### config.mk
export PLATFORM = sky130hd
export DESIGN_NAME = hazard_bypass_unit_flat
export DESIGN_NICKNAME = d
export VERILOG_FILES = /design/src/rtl/hazard_bypass_unit_if.sv /design/src/rtl/hazard_bypass_unit.sv /design/src/flat_wrapper.sv
export SDC_FILE = /design/constraint.sdc
export NUM_CORES = 1
export LEC_CHECK = 0
export ABC_CLOCK_PERIOD_IN_PS = 2680
export BUFFER_PORTS_ARGS = -buffer_cell sky130_fd_sc_hd__buf_4
export CELL_PAD_IN_SITES_DETAIL_PLACEMENT = 1
export CELL_PAD_IN_SITES_GLOBAL_PLACEMENT = 1
export CORE_ASPECT_RATIO = 0.6
export CORE_MARGIN = 2
export CORE_UTILIZATION = 27
export CTS_CLUSTER_SIZE = 8
export DETAILED_ROUTE_END_ITERATION = 12
export PLACE_DENSITY = 0.93
export SYNTH_ARGS = -nofsm -noshare
export SYNTH_HDL_FRONTEND = slang
export SYNTH_SLANG_ARGS = --single-unit
export TNS_END_PERCENT = 20
### constraint.sdc
create_clock -name clk -period 2.68 [get_ports clk]
set_input_delay 0.268 -clock clk [delete_from_list [all_inputs] [get_ports clk]]
set_output_delay 0.268 -clock clk [all_outputs]
set_load 0.01 [all_outputs]
### src/rtl/hazard_bypass_unit_if.sv
// ---------------------------------------------------------------------------
// hazard_bypass_unit_if
//   Bundles every pipeline-facing signal of the hazard/bypass unit.
//   master : pipeline side (drives register addresses, enables, values and
//            long-op events; receives bypass values, stall and scoreboard)
//   slave  : hazard_bypass_unit side
//   Ports (master view, out = driven by the pipeline):
//     id_*      out  ID-stage sources, destination, branch/long flags
//     ex_*      out  ID_EXE sources, destination, load flag, long-op issue
//     exe_mem_* out  EXE_MEM producer (addr/value/we/load)
//     mem_wb_*  out  MEM_WB producer (addr/value/we)
//     long_wb_* out  long-op result entering MEM_WB
//     ex_fwd_*  in   EXE bypass hit/value per source port
//     id_fwd_*  in   ID bypass hit/value per source port
//     stall_id  in   hold PC/IF_ID, bubble ID_EXE
//     sb_busy   in   scoreboard busy bits, one per GPR
//     sb_count  in   outstanding long ops
//     stall_cnt in   stall-cycle counter
// ---------------------------------------------------------------------------
interface hazard_bypass_unit_if #(
  parameter int XLEN   = 32,
  parameter int RADDR  = 5,
  parameter int NUM_RP = 2,
  parameter int SB_MAX = 4
);
  localparam int NREG = 1 << RADDR;
  localparam int CW   = $clog2(SB_MAX + 1);

  logic [NUM_RP*RADDR-1:0] id_rs_addr;
  logic [NUM_RP-1:0]       id_rs_re;
  logic [RADDR-1:0]        id_rd_addr;
  logic                    id_rd_we;
  logic                    id_is_branch;
  logic                    id_is_long;

  logic [NUM_RP*RADDR-1:0] ex_rs_addr;
  logic [NUM_RP-1:0]       ex_rs_re;
  logic [RADDR-1:0]        ex_rd_addr;
  logic                    ex_rd_we;
  logic                    ex_mem_re;
  logic                    ex_long_issue;

  logic [RADDR-1:0]        exe_mem_rd_addr;
  logic [XLEN-1:0]         exe_mem_rd_val;
  logic                    exe_mem_rd_we;
  logic                    exe_mem_mem_re;

  logic [RADDR-1:0]        mem_wb_rd_addr;
  logic [XLEN-1:0]         mem_wb_rd_val;
  logic                    mem_wb_rd_we;

  logic                    long_wb_valid;
  logic [RADDR-1:0]        long_wb_addr;

  logic [NUM_RP-1:0]       ex_fwd_hit;
  logic [NUM_RP*XLEN-1:0]  ex_fwd_val;
  logic [NUM_RP-1:0]       id_fwd_hit;
  logic [NUM_RP*XLEN-1:0]  id_fwd_val;
  logic                    stall_id;
  logic [NREG-1:0]         sb_busy;
  logic [CW-1:0]           sb_count;
  logic [31:0]             stall_cnt;

  modport master (
    output id_rs_addr, id_rs_re, id_rd_addr, id_rd_we, id_is_branch, id_is_long,
    output ex_rs_addr, ex_rs_re, ex_rd_addr, ex_rd_we, ex_mem_re, ex_long_issue,
    output exe_mem_rd_addr, exe_mem_rd_val, exe_mem_rd_we, exe_mem_mem_re,
    output mem_wb_rd_addr, mem_wb_rd_val, mem_wb_rd_we,
    output long_wb_valid, long_wb_addr,
    input  ex_fwd_hit, ex_fwd_val, id_fwd_hit, id_fwd_val,
    input  stall_id, sb_busy, sb_count, stall_cnt
  );

  modport slave (
    input  id_rs_addr, id_rs_re, id_rd_addr, id_rd_we, id_is_branch, id_is_long,
    input  ex_rs_addr, ex_rs_re, ex_rd_addr, ex_rd_we, ex_mem_re, ex_long_issue,
    input  exe_mem_rd_addr, exe_mem_rd_val, exe_mem_rd_we, exe_mem_mem_re,
    input  mem_wb_rd_addr, mem_wb_rd_val, mem_wb_rd_we,
    input  long_wb_valid, long_wb_addr,
    output ex_fwd_hit, ex_fwd_val, id_fwd_hit, id_fwd_val,
    output stall_id, sb_busy, sb_count, stall_cnt
  );
endinterface

### src/rtl/hazard_bypass_unit.sv
// ---------------------------------------------------------------------------
// hazard_bypass_unit
//   Operand-hazard controller for the 5-stage core. Bypasses EXE_MEM and
//   MEM_WB results to NUM_RP source ports in both ID and EXE, and raises a
//   single ID stall for load-use, branch-on-fresh-result and (optionally)
//   multi-cycle scoreboard hazards. Counts stalled cycles.
//   Ports:
//     clk  in  core clock
//     rst  in  synchronous active-high reset
//     bus  hazard_bypass_unit_if.slave, all pipeline signals
//   Configuration:
//     HAZ_LONG_SB_EN  when defined, the long-op scoreboard, sb_count and the
//                     long-op stall terms exist; otherwise long-op inputs are
//                     ignored and sb_busy/sb_count read as zero.
// ---------------------------------------------------------------------------
module hazard_bypass_unit #(
  parameter int XLEN   = 32,
  parameter int RADDR  = 5,
  parameter int NUM_RP = 2,
  parameter int SB_MAX = 4
) (
  input  logic                 clk,
  input  logic                 rst,
  hazard_bypass_unit_if.slave  bus
);
  localparam int NREG = 1 << RADDR;
  localparam int CW   = $clog2(SB_MAX + 1);

  // A source depends on a producer when it reads a real register (not x0)
  // that the producer is actually writing.
  function automatic logic src_match(input logic [RADDR-1:0] a,
                                     input logic             re,
                                     input logic [RADDR-1:0] rd,
                                     input logic             we);
    return re && (a != '0) && (a == rd) && we;
  endfunction

  // -------------------------------------------------------------------------
  // Bypass network: EXE_MEM first (unless it is a load, whose data is not yet
  // available), then MEM_WB.
  // -------------------------------------------------------------------------
  logic [NUM_RP-1:0]      ex_hit, id_hit;
  logic [NUM_RP*XLEN-1:0] ex_val, id_val;

  always_comb begin
    // NOTE: every output gets a default before the loop, so no path leaves a
    // value unassigned and no latch is inferred.
    ex_hit = '0;
    ex_val = '0;
    id_hit = '0;
    id_val = '0;
    for (int p = 0; p < NUM_RP; p++) begin
      if (src_match(bus.ex_rs_addr[p*RADDR +: RADDR], bus.ex_rs_re[p],
                    bus.exe_mem_rd_addr, bus.exe_mem_rd_we) && !bus.exe_mem_mem_re) begin
        ex_hit[p]                = 1'b1;
        ex_val[p*XLEN +: XLEN]   = bus.exe_mem_rd_val;
      end else if (src_match(bus.ex_rs_addr[p*RADDR +: RADDR], bus.ex_rs_re[p],
                             bus.mem_wb_rd_addr, bus.mem_wb_rd_we)) begin
        ex_hit[p]                = 1'b1;
        ex_val[p*XLEN +: XLEN]   = bus.mem_wb_rd_val;
      end

      if (src_match(bus.id_rs_addr[p*RADDR +: RADDR], bus.id_rs_re[p],
                    bus.exe_mem_rd_addr, bus.exe_mem_rd_we) && !bus.exe_mem_mem_re) begin
        id_hit[p]                = 1'b1;
        id_val[p*XLEN +: XLEN]   = bus.exe_mem_rd_val;
      end else if (src_match(bus.id_rs_addr[p*RADDR +: RADDR], bus.id_rs_re[p],
                             bus.mem_wb_rd_addr, bus.mem_wb_rd_we)) begin
        id_hit[p]                = 1'b1;
        id_val[p*XLEN +: XLEN]   = bus.mem_wb_rd_val;
      end
    end
  end

  assign bus.ex_fwd_hit = ex_hit;
  assign bus.ex_fwd_val = ex_val;
  assign bus.id_fwd_hit = id_hit;
  assign bus.id_fwd_val = id_val;

  // -------------------------------------------------------------------------
  // Long-op scoreboard
  // -------------------------------------------------------------------------
`ifdef HAZ_LONG_SB_EN
  logic [NREG-1:0] sb_busy_q, sb_busy_d;
  logic [CW-1:0]   sb_count_q, sb_count_d;
  logic            sb_set, sb_clr;

  always_comb begin
    sb_set = bus.ex_long_issue && (bus.ex_rd_addr != '0);
    // A clear only counts when it retires something really outstanding, so a
    // stray writeback can never underflow the counter.
    sb_clr = bus.long_wb_valid && sb_busy_q[bus.long_wb_addr] && (sb_count_q != '0);

    sb_busy_d = sb_busy_q;
    if (sb_clr) sb_busy_d[bus.long_wb_addr] = 1'b0;
    // Applied after the clear so a same-register issue/writeback stays busy.
    if (sb_set) sb_busy_d[bus.ex_rd_addr] = 1'b1;

    sb_count_d = sb_count_q;
    case ({sb_set, sb_clr})
      2'b10:   sb_count_d = sb_count_q + CW'(1);
      2'b01:   sb_count_d = sb_count_q - CW'(1);
      default: sb_count_d = sb_count_q;
    endcase
  end

  always_ff @(posedge clk) begin
    // NOTE: the busy vector is reset like any control register; a stale bit
    // after reset would stall its register forever.
    if (rst) begin
      sb_busy_q  <= '0;
      sb_count_q <= '0;
    end else begin
      sb_busy_q  <= sb_busy_d;
      sb_count_q <= sb_count_d;
    end
  end

  assign bus.sb_busy  = sb_busy_q;
  assign bus.sb_count = sb_count_q;
`else
  assign bus.sb_busy  = '0;
  assign bus.sb_count = '0;
`endif

  // -------------------------------------------------------------------------
  // ID stall
  // -------------------------------------------------------------------------
  logic stall;

  always_comb begin
    stall = 1'b0;
    for (int p = 0; p < NUM_RP; p++) begin
      // Load-use: the loaded value appears only after MEM.
      stall |= src_match(bus.id_rs_addr[p*RADDR +: RADDR], bus.id_rs_re[p],
                         bus.ex_rd_addr, bus.ex_rd_we) && bus.ex_mem_re;
      // Branches resolve in ID, so an ALU result still in EXE is too late.
      stall |= bus.id_is_branch &&
               src_match(bus.id_rs_addr[p*RADDR +: RADDR], bus.id_rs_re[p],
                         bus.ex_rd_addr, bus.ex_rd_we);
      // A branch cannot take load data straight out of EXE_MEM either.
      stall |= bus.id_is_branch && bus.exe_mem_mem_re &&
               src_match(bus.id_rs_addr[p*RADDR +: RADDR], bus.id_rs_re[p],
                         bus.exe_mem_rd_addr, bus.exe_mem_rd_we);
`ifdef HAZ_LONG_SB_EN
      // The long op being dispatched is not yet on the scoreboard.
      stall |= bus.ex_long_issue &&
               src_match(bus.id_rs_addr[p*RADDR +: RADDR], bus.id_rs_re[p],
                         bus.ex_rd_addr, bus.ex_rd_we);
      stall |= bus.id_rs_re[p] && (bus.id_rs_addr[p*RADDR +: RADDR] != '0) &&
               sb_busy_q[bus.id_rs_addr[p*RADDR +: RADDR]];
`endif
    end
`ifdef HAZ_LONG_SB_EN
    stall |= bus.id_rd_we && (bus.id_rd_addr != '0) && sb_busy_q[bus.id_rd_addr];
    stall |= bus.id_is_long && (sb_count_q == CW'(SB_MAX));
`endif
  end

  assign bus.stall_id = stall;

  // -------------------------------------------------------------------------
  // Stall-cycle counter (wraps naturally)
  // -------------------------------------------------------------------------
  logic [31:0] stall_cnt_q, stall_cnt_d;

  always_comb begin
    stall_cnt_d = stall ? stall_cnt_q + 32'd1 : stall_cnt_q;
  end

  always_ff @(posedge clk) begin
    // NOTE: state updates use non-blocking assignments so every flop samples
    // the pre-edge values regardless of statement order.
    if (rst) stall_cnt_q <= '0;
    else     stall_cnt_q <= stall_cnt_d;
  end

  assign bus.stall_cnt = stall_cnt_q;

endmodule

### src/flat_wrapper.sv
// flat-port wrapper written by rule: the top's interface ports become plain ports
module hazard_bypass_unit_flat 
#(
  parameter int XLEN   = 32,
  parameter int RADDR  = 5,
  parameter int NUM_RP = 2,
  parameter int SB_MAX = 4
)
  (clk, rst, bus_id_rs_addr, bus_id_rs_re, bus_id_rd_addr, bus_id_rd_we, bus_id_is_branch, bus_id_is_long, bus_ex_rs_addr, bus_ex_rs_re, bus_ex_rd_addr, bus_ex_rd_we, bus_ex_mem_re, bus_ex_long_issue, bus_exe_mem_rd_addr, bus_exe_mem_rd_val, bus_exe_mem_rd_we, bus_exe_mem_mem_re, bus_mem_wb_rd_addr, bus_mem_wb_rd_val, bus_mem_wb_rd_we, bus_long_wb_valid, bus_long_wb_addr, bus_ex_fwd_hit, bus_ex_fwd_val, bus_id_fwd_hit, bus_id_fwd_val, bus_stall_id, bus_sb_busy, bus_sb_count, bus_stall_cnt);
  hazard_bypass_unit_if #(.XLEN(XLEN), .RADDR(RADDR), .NUM_RP(NUM_RP), .SB_MAX(SB_MAX)) bus_i ();
  input  logic clk;
  input  logic rst;
  input wire logic [$bits(bus_i.id_rs_addr)-1:0] bus_id_rs_addr;
  input wire logic [$bits(bus_i.id_rs_re)-1:0] bus_id_rs_re;
  input wire logic [$bits(bus_i.id_rd_addr)-1:0] bus_id_rd_addr;
  input wire logic [$bits(bus_i.id_rd_we)-1:0] bus_id_rd_we;
  input wire logic [$bits(bus_i.id_is_branch)-1:0] bus_id_is_branch;
  input wire logic [$bits(bus_i.id_is_long)-1:0] bus_id_is_long;
  input wire logic [$bits(bus_i.ex_rs_addr)-1:0] bus_ex_rs_addr;
  input wire logic [$bits(bus_i.ex_rs_re)-1:0] bus_ex_rs_re;
  input wire logic [$bits(bus_i.ex_rd_addr)-1:0] bus_ex_rd_addr;
  input wire logic [$bits(bus_i.ex_rd_we)-1:0] bus_ex_rd_we;
  input wire logic [$bits(bus_i.ex_mem_re)-1:0] bus_ex_mem_re;
  input wire logic [$bits(bus_i.ex_long_issue)-1:0] bus_ex_long_issue;
  input wire logic [$bits(bus_i.exe_mem_rd_addr)-1:0] bus_exe_mem_rd_addr;
  input wire logic [$bits(bus_i.exe_mem_rd_val)-1:0] bus_exe_mem_rd_val;
  input wire logic [$bits(bus_i.exe_mem_rd_we)-1:0] bus_exe_mem_rd_we;
  input wire logic [$bits(bus_i.exe_mem_mem_re)-1:0] bus_exe_mem_mem_re;
  input wire logic [$bits(bus_i.mem_wb_rd_addr)-1:0] bus_mem_wb_rd_addr;
  input wire logic [$bits(bus_i.mem_wb_rd_val)-1:0] bus_mem_wb_rd_val;
  input wire logic [$bits(bus_i.mem_wb_rd_we)-1:0] bus_mem_wb_rd_we;
  input wire logic [$bits(bus_i.long_wb_valid)-1:0] bus_long_wb_valid;
  input wire logic [$bits(bus_i.long_wb_addr)-1:0] bus_long_wb_addr;
  output wire logic [$bits(bus_i.ex_fwd_hit)-1:0] bus_ex_fwd_hit;
  output wire logic [$bits(bus_i.ex_fwd_val)-1:0] bus_ex_fwd_val;
  output wire logic [$bits(bus_i.id_fwd_hit)-1:0] bus_id_fwd_hit;
  output wire logic [$bits(bus_i.id_fwd_val)-1:0] bus_id_fwd_val;
  output wire logic [$bits(bus_i.stall_id)-1:0] bus_stall_id;
  output wire logic [$bits(bus_i.sb_busy)-1:0] bus_sb_busy;
  output wire logic [$bits(bus_i.sb_count)-1:0] bus_sb_count;
  output wire logic [$bits(bus_i.stall_cnt)-1:0] bus_stall_cnt;
  assign bus_i.id_rs_addr = bus_id_rs_addr;
  assign bus_i.id_rs_re = bus_id_rs_re;
  assign bus_i.id_rd_addr = bus_id_rd_addr;
  assign bus_i.id_rd_we = bus_id_rd_we;
  assign bus_i.id_is_branch = bus_id_is_branch;
  assign bus_i.id_is_long = bus_id_is_long;
  assign bus_i.ex_rs_addr = bus_ex_rs_addr;
  assign bus_i.ex_rs_re = bus_ex_rs_re;
  assign bus_i.ex_rd_addr = bus_ex_rd_addr;
  assign bus_i.ex_rd_we = bus_ex_rd_we;
  assign bus_i.ex_mem_re = bus_ex_mem_re;
  assign bus_i.ex_long_issue = bus_ex_long_issue;
  assign bus_i.exe_mem_rd_addr = bus_exe_mem_rd_addr;
  assign bus_i.exe_mem_rd_val = bus_exe_mem_rd_val;
  assign bus_i.exe_mem_rd_we = bus_exe_mem_rd_we;
  assign bus_i.exe_mem_mem_re = bus_exe_mem_mem_re;
  assign bus_i.mem_wb_rd_addr = bus_mem_wb_rd_addr;
  assign bus_i.mem_wb_rd_val = bus_mem_wb_rd_val;
  assign bus_i.mem_wb_rd_we = bus_mem_wb_rd_we;
  assign bus_i.long_wb_valid = bus_long_wb_valid;
  assign bus_i.long_wb_addr = bus_long_wb_addr;
  assign bus_ex_fwd_hit = bus_i.ex_fwd_hit;
  assign bus_ex_fwd_val = bus_i.ex_fwd_val;
  assign bus_id_fwd_hit = bus_i.id_fwd_hit;
  assign bus_id_fwd_val = bus_i.id_fwd_val;
  assign bus_stall_id = bus_i.stall_id;
  assign bus_sb_busy = bus_i.sb_busy;
  assign bus_sb_count = bus_i.sb_count;
  assign bus_stall_cnt = bus_i.stall_cnt;
  hazard_bypass_unit #(.XLEN(XLEN), .RADDR(RADDR), .NUM_RP(NUM_RP), .SB_MAX(SB_MAX)) u_core (.clk(clk), .rst(rst), .bus(bus_i));
endmodule
# Word-level counts from Yosys, hierarchy flattened
# Index checks and enable logic that the tools add are counted.
[classes]
n_reduce_logical = 40
n_addsub = 1
n_mux = 16
n_bitwise = 5
eq_ne = 10
[ops]
columns = ["operator", "n"]
rows = [
  ["$mux 32", 8],
  ["$eq 5x5->1", 10],
  ["$logic_and 1x1->1", 35],
  ["$add 32x1->32 const B", 1],
  ["$reduce_bool 5->1", 4],
  ["$mux 1", 8],
  ["$or 1x1->1", 5],
  ["$logic_not 1->1", 1],
]
[word_totals]
inputBits = 125
output_inout_bits = 200
wordCells = 73
register_bits = 32

# Logic depth before layout (Yosys ltp)
# Gate-level depths: netlist of run 1.
[depth]
depth_word = 10
mapped_depth = 8
mapped_depth_nobuf = 6

# Worst setup path before layout of run 1
# Ideal clock, no wire load.
[synth_timing]
path_kind = "input port to output port"
from = "input bus_id_rs_addr[5]"
to = "output bus_id_fwd_val[47]"
path_slack_ns = 0.376
path_stages = 7
n_path_buf = 2
arrival_ns = 2.036
path_cell_list = "or4_1 -> o21a_1 -> and4_4 -> and3b_1 -> clkbuf_1 -> buf_2 -> o31ai_1"
[synth_between]
elab_chain_cells = 6
elab_cells_between_ends = 11
cone_classes = "eq/ne (2); mux (2); reduce/logical (7)"
[synth_rtl]
columns = ["item", "line_no", "rtl"]
rows = [
  ["from (decl)", "flat_wrapper.sv:13", "input wire logic [$bits(bus_i.id_rs_addr)-1:0] bus_id_rs_addr;"],
  ["$reduce_bool 5->1", "hazard_bypass_unit.sv:35", "return re && (a != '0) && (a == rd) && we;"],
  ["$logic_and 1x1->1 (3 in a row)", "hazard_bypass_unit.sv:35", ""],
  ["$mux 32 / $logic_and 1x1->1 (equally long branches)", "hazard_bypass_unit.sv:67, hazard_bypass_unit.sv:64", ""],
  ["$mux 32 *", "hazard_bypass_unit.sv:63", "if (src_match(bus.id_rs_addr[p*RADDR +: RADDR], bus.id_rs_re[p],"],
  ["to (decl)", "flat_wrapper.sv:37", "output wire logic [$bits(bus_i.id_fwd_val)-1:0] bus_id_fwd_val;"],
]
# Mark *: on every way between the ends. The rest lies on a longest branch, timed or not.

# Worst setup path in the final report of run 1
[layout_timing]
from = "input bus_id_rs_addr[5]"
to = "output bus_id_fwd_val[49]"
# The elaborated chain is that of the path after synthesis.

==> metrics, run 1 <==
status=completed; Syn Area/Cell=8.03 µm²; initial drt markers=310; WP data required=2.41 ns; Post-synth EDFFs=0; Synth Cell Area=0.00421 mm²; Routed Wire Length=20800 µm; largest net degree at the start of global routing=63; HP Class=in -> reg; Netlist cell types=44; Worst path most repeated cell=buf_4; wire length per cell=21.0 µm; PwrDens=223 mW/mm²; Final Hold Viols=0; fmax=0.385 GHz; top cells by count, synth=125 x a22o_1, 45 x buf_4, 37 x nor2_1; number of global-route vias before repair=5200; RePlAce Congestion=0.841; row cnt=35; share of cells above drive strength 1=44.4%; die area=0.0166 mm²; most common cell in the synthesized netlist=a22o_1; max reg flops=32; RR Startpoint=u_core.bus.stall_cnt[17]$_SDFFE_PP0P_; first-pass GRT wire length=30600 µm; reg2reg path depth=6; CP Capture Type=output pin; initial core utilization=27.5%; post-synthesis sequential area ratio=15.2%; cell leakage power=3.12 nW; Critical-path top delay cell=or4_1; worst setup path startpoint=bus_id_rs_addr[5]; Syn Inst Count=524; cell taking the most area after synthesis=a22o_1; Post-Synth XOR/XNOR Area=10.4%; Critical Path Max Stage Delay=0.54 ns; CP max FO=31; Total GRT Usage=23.7%; Ys Warns=0; initial antenna violation count=0; via/cell ratio=5.35; post-synthesis mux area share=8.02%; max-cap viol count=0; crit path capture=bus_id_fwd_val[49]; post-synthesis register bit count=32; adder-cell share of the synthesized area=0.297%; final setup TNS=0 ns; Data arrival, critical path=2.33 ns; total CTS buffers=5; post-synthesis simple-gate area fraction=20.8%; Max Buffers Root-to-Sink=2; IO Pins=325; reg2reg setup slack=0.38 ns; Final Max Slew Viols=0; Die Span Y=101 µm; router iterations before antenna repair=5; worst IR drop on VDD=164 µV; worst slew pin tran=0.609 ns; Buffers on Ports=275; Placed Cells=982; Die W=165 µm; Critical R2R Capture=u_core.bus.stall_cnt[31]$_SDFFE_PP0P_; CTS tree=built; Congestion Overflow GR=0; RSZ-0062 raised after global routing=false; Worst-Skew Late Latency=0.28 ns; DRC violations left=0; largest family of logic cells by synthesized area=compound AO/OA/AOI/OAI gates; Area growth syn-to-layout=57.0%; Final Skew=0.00265 ns; Tot Pwr=1.48 mW; Synth top area share=26.0%; nets=914; main flop type after synthesis=dfxtp_1; crit path launch type=input port; HPWL after DPL=16400 µm; routed vias=5298; ant diodes=0; Compound-Gate Fraction of Synth Area=33.7%; Final Non-Filler Cells=991; CTS root buf=clkbuf_16; final setup violation count=0; final worst path period share=96.9%; critical path class=in -> out; htree depth=2; Sink Count=32; top post-synthesis cells by area=a22o_1 26%, dfxtp_1 15%, buf_4 8.0%; Core ar.=0.0153 mm²; Async S/R FF share, synth=0%; post-route ant nets=0; slew margin rel.=59.4%; clock slew at reported path FFs=0.05 ns; critical path, cell by cell=buf_4, or4_1, o21a_1, and4_4, and3b_2, nor2_2, buf_12, a22o_1, buf_4; fin crit period=2.60 ns; CTS Hold Bufs=0
[metal layers]
| layer | vias to the layer above | GRT usage (%) | wire length [µm] |
|---|---|---|---|
| li1 | 2425 | - | - |
| met1 | 2619 | 31.3 | 9000 |
| met2 | 224 | 39.2 | 9710 |
| met3 | 30 | 5.96 | 1690 |
| met4 | 0 | 5.28 | 360 |
| met5 | - | 0 | 0 |
[where the power goes]
group / leakage, nW / switching (mW) / internal, mW
clock network: 0.0657 / 0.215 / 0.337
logic: 2.80 / 0.244 / 0.203
registers: 0.258 / 0.000453 / 0.476
total: 3.12 / 0.460 / 1.02
[worst max-delay path, delay by kind of cell]
kind,cells,cell delay [ns]
compound gates,2,0.39
buf+inv,3,0.49
simple gates,4,1.17
[cell families after synthesis]
family	after synthesis
AOI/OAI and AO/OA	170
xor gates and xnor gates	50
adders and majority gates	1
buffers and inverters	81
DFF	32
muxes	30
other	1
and+or+nand+nor	159
[per-stage QoR]
| step | area, µm² | worst slack (ns) | hold WS, ns | util, % |
|---|---|---|---|---|
| 4_1_cts | 6610 | 0.0378 | 0.527 | 43.2 |
| 3_5_place_dp | 6440 | -0.333 | 0.533 | 42.1 |
| 6_report | 6610 | 0.0837 | 0.522 | 43.2 |
| 2_1_floorplan | 4340 | 0.376 | 0.512 | - |
| 5_1_grt | 6610 | 0.0460 | 0.560 | 43.2 |
| 3_3_place_gp | 6440 | -0.236 | 0.522 | 42.1 |
[area by class of cell]
| cell class | instances | area [µm²] |
|---|---|---|
| inverters | 3 | 11.3 |
| flip-flops and latches | 32 | 641 |
| well taps | 203 | 254 |
| fillers | 1885 | 8670 |
| clock inverters | 2 | 12.5 |
| clock buffers | 5 | 125 |
| repair buffers | 301 | 2320 |
| multi-input cells | 445 | 3240 |
[what timing repair did]
| item | 4_1_cts | 5_1_grt |
|---|---|---|
| setup endpoints to repair | 32 | 6 |
| buffers inserted | 2 | 0 |
| resized for setup | 1 | 2 |
| pin swaps | 1 | 0 |
[how the worst min path moves through the flow]
| stage | slack, ns | end | cells after the start | from |
|---|---|---|---|---|
| 2_1_floorplan | 0.51 | u_core.bus.stall_cnt[1]$_SDFFE_PP0P_ | 2 | u_core.bus.stall_cnt[1]$_SDFFE_PP0P_ |
| 3_3_place_gp | 0.52 | u_core.bus.stall_cnt[1]$_SDFFE_PP0P_ | 2 | u_core.bus.stall_cnt[1]$_SDFFE_PP0P_ |
| 3_5_place_dp | 0.53 | u_core.bus.stall_cnt[1]$_SDFFE_PP0P_ | 2 | u_core.bus.stall_cnt[1]$_SDFFE_PP0P_ |
| 4_1_cts | 0.53 | u_core.bus.stall_cnt[1]$_SDFFE_PP0P_ | 2 | rst |
| 5_1_grt | 0.56 | u_core.bus.stall_cnt[1]$_SDFFE_PP0P_ | 2 | rst |
| 6_report | 0.52 | u_core.bus.stall_cnt[1]$_SDFFE_PP0P_ | 2 | rst |
[cell usage in the layout, fill, tap and decap left out, types with 17 or more instances in the layout]
cell type  synthesis  layout
xor2_1            25      25
conb_1             1      35
nand2_1           18      18
nor2b_1           29      29
mux2_2            17      17
a21oi_1           18      18
nor2_1            37      35
xnor2_1           25      25
buf_4             45     296
dfxtp_1           32      32
a22o_1           125     125
(Power assumes the default switching activity.)
==> run 2, diff against run 1 <==
==> constraint.sdc (replaced) <==
create_clock -name clk -period 2.68 [get_ports clk]
set_input_delay 0.268 -clock clk [delete_from_list [all_inputs] [get_ports clk]]
set_output_delay 0.268 -clock clk [all_outputs]
set_load 0.02 [all_outputs]
==> run 2 against run 1 <==
Fmax up 1.5%; core utilization rose by 0.11 points; total power up 3.7%; sequential share of layout area about the same; sequential cell count is the same; routed wire length shrank 0.66%; global-route usage fell by 0.19 points; largest power group unchanged; largest cell class unchanged; non-clock buffer count unchanged; sequential power about the same; clock power up 4.5%; cell count rose by 0.10%; clock-buffer cell count increased by 1.
==> metrics, run 2 (same netlist as run 1, synthesis figures left out) <==
fmax=0.391 GHz; ant diodes=0; initial antenna violation count=0; die area=0.0166 mm²; max-cap viol count=0; Core ar.=0.0153 mm²; RePlAce Congestion=0.854; CP Capture Type=output pin; cell leakage power=3.14 nW; HPWL after DPL=16400 µm; htree depth=2; router iterations before antenna repair=5; CP max FO=31; max reg flops=32; top cell family by delay on the critical path=simple AND/OR/NAND/NOR gates; Final Non-Filler Cells=992; WP data required=2.41 ns; Worst path most repeated cell=buf_4; RSZ-0062 raised after global routing=false; Final Skew=0.00500 ns; routed vias=5264; HP Class=reg -> reg; Area growth syn-to-layout=57.4%; Die Span Y=101 µm; status=completed; row cnt=35; Buffers on Ports=275; via/cell ratio=5.31; final worst path period share=95.5%; Worst-Skew Late Latency=0.28 ns; CTS tree=built; number of global-route vias before repair=5157; CTS Hold Bufs=0; nets=914; Data arrival, critical path=2.29 ns; Critical Path Max Stage Delay=0.52 ns; Max Buffers Root-to-Sink=2; Sink Count=32; Congestion Overflow GR=0; CTS root buf=clkbuf_16; PwrDens=231 mW/mm²; commonest cells after routing, fill and taps aside=296 x buf_4, 125 x a22o_1, 35 x nor2_1, 35 x conb_1, 32 x dfxtp_1; total CTS buffers=5; final setup TNS=0 ns; Placed Cells=981; Die W=165 µm; wire length per cell=20.8 µm; most common cell after layout, fill and taps aside=buf_4; post-route ant nets=0; final setup violation count=0; initial drt markers=263; slew margin rel.=59.3%; first-pass GRT wire length=30500 µm; worst slew pin tran=0.610 ns; share of cells above drive strength 1=44.5%; Total GRT Usage=23.6%; Final Max Slew Viols=0; DRC violations left=0; Buf+Inv Stages, Crit Path=3; Critical-path top delay cell=or4_1; Final Hold Viols=0; critical path class=in -> out; worst IR drop on VDD=229 µV; largest net degree at the start of global routing=63; Routed Wire Length=20600 µm; critical path, cell by cell=buf_4, or4_1, o21a_1, and4_4, and3b_2, nor2_4, buf_12, a22o_1, buf_4; initial core utilization=27.5%; IO Pins=325; fin crit period=2.56 ns; crit path launch type=input port; clock slew at reported path FFs=0.05 ns
## run 2: changes by cell type in the layout (fill, tap and decap cells not counted), sizes merged
cell	previous run	this run
clkinv	1	2
clkbuf	5	6
clkinvlp	1	0
## run 2: worst min-delay path, cell delays in order (launching register included)
cell,delay (ns)
dfxtp_1,0.34
nand3_1,0.08
a21oi_1,0.06
## run 2: routing by layer
metal | vias up | share of wire (%) | GRT usage, %
li1 | 2435 | - | -
met1 | 2600 | 45 | 32.5
met2 | 211 | 47 | 38.9
met3 | 18 | 6.8 | 4.48
met4 | 0 | 0.87 | 3.41
met5 | - | 0 | 0
## run 2: per-stage QoR
step	utilization, %	worst slack (ns)	power, mW	area (µm²)	hold slack [ns]
CTS	43.1	0.0498	1.54	6580	0.532
detailed placement	42.1	-0.185	0.956	6430	0.524
floorplan	-	0.163	0.716	4340	0.566
global placement	42.1	-0.0982	0.944	6430	0.524
global route	43.3	0.0414	1.61	6630	0.553
finish	43.3	0.122	1.53	6630	0.534
## run 2: cell type report
| class | count | area, µm² |
|---|---|---|
| Fill cell | 1883 | 8660 |
| Inverter | 3 | 11.3 |
| Sequential cell | 32 | 641 |
| Tap cell | 203 | 254 |
| Clock inverter | 2 | 10.0 |
| Multi-Input combinational cell | 445 | 3250 |
| Timing Repair Buffer | 301 | 2320 |
| Clock buffer | 6 | 139 |
## run 2: final timing paths
check | startpoint | to | slack [ns] | depth (start not counted)
worst max-delay path | bus_id_rs_addr[5] | bus_id_fwd_val[49] | 0.12 | 9
worst min-delay path | u_core.bus.stall_cnt[1]$_SDFFE_PP0P_ | u_core.bus.stall_cnt[1]$_SDFFE_PP0P_ | 0.53 | 2
worst max register to register | u_core.bus.stall_cnt[17]$_SDFFE_PP0P_ | u_core.bus.stall_cnt[31]$_SDFFE_PP0P_ | 0.41 | 6
worst min register to register | u_core.bus.stall_cnt[1]$_SDFFE_PP0P_ | u_core.bus.stall_cnt[1]$_SDFFE_PP0P_ | 0.53 | 2
## run 2: repair_timing
action                     in CTS  in global routing
pin swaps                       0                  1
setup endpoints to repair      20                 39
buffers inserted                0                  3
resized for setup               1                  2
## run 2: where the power goes
part           switching (mW)  total, mW  internal [mW]
Clock                   0.210      0.576          0.366
Sequential           0.000450      0.477          0.476
Combinational           0.274      0.478          0.204
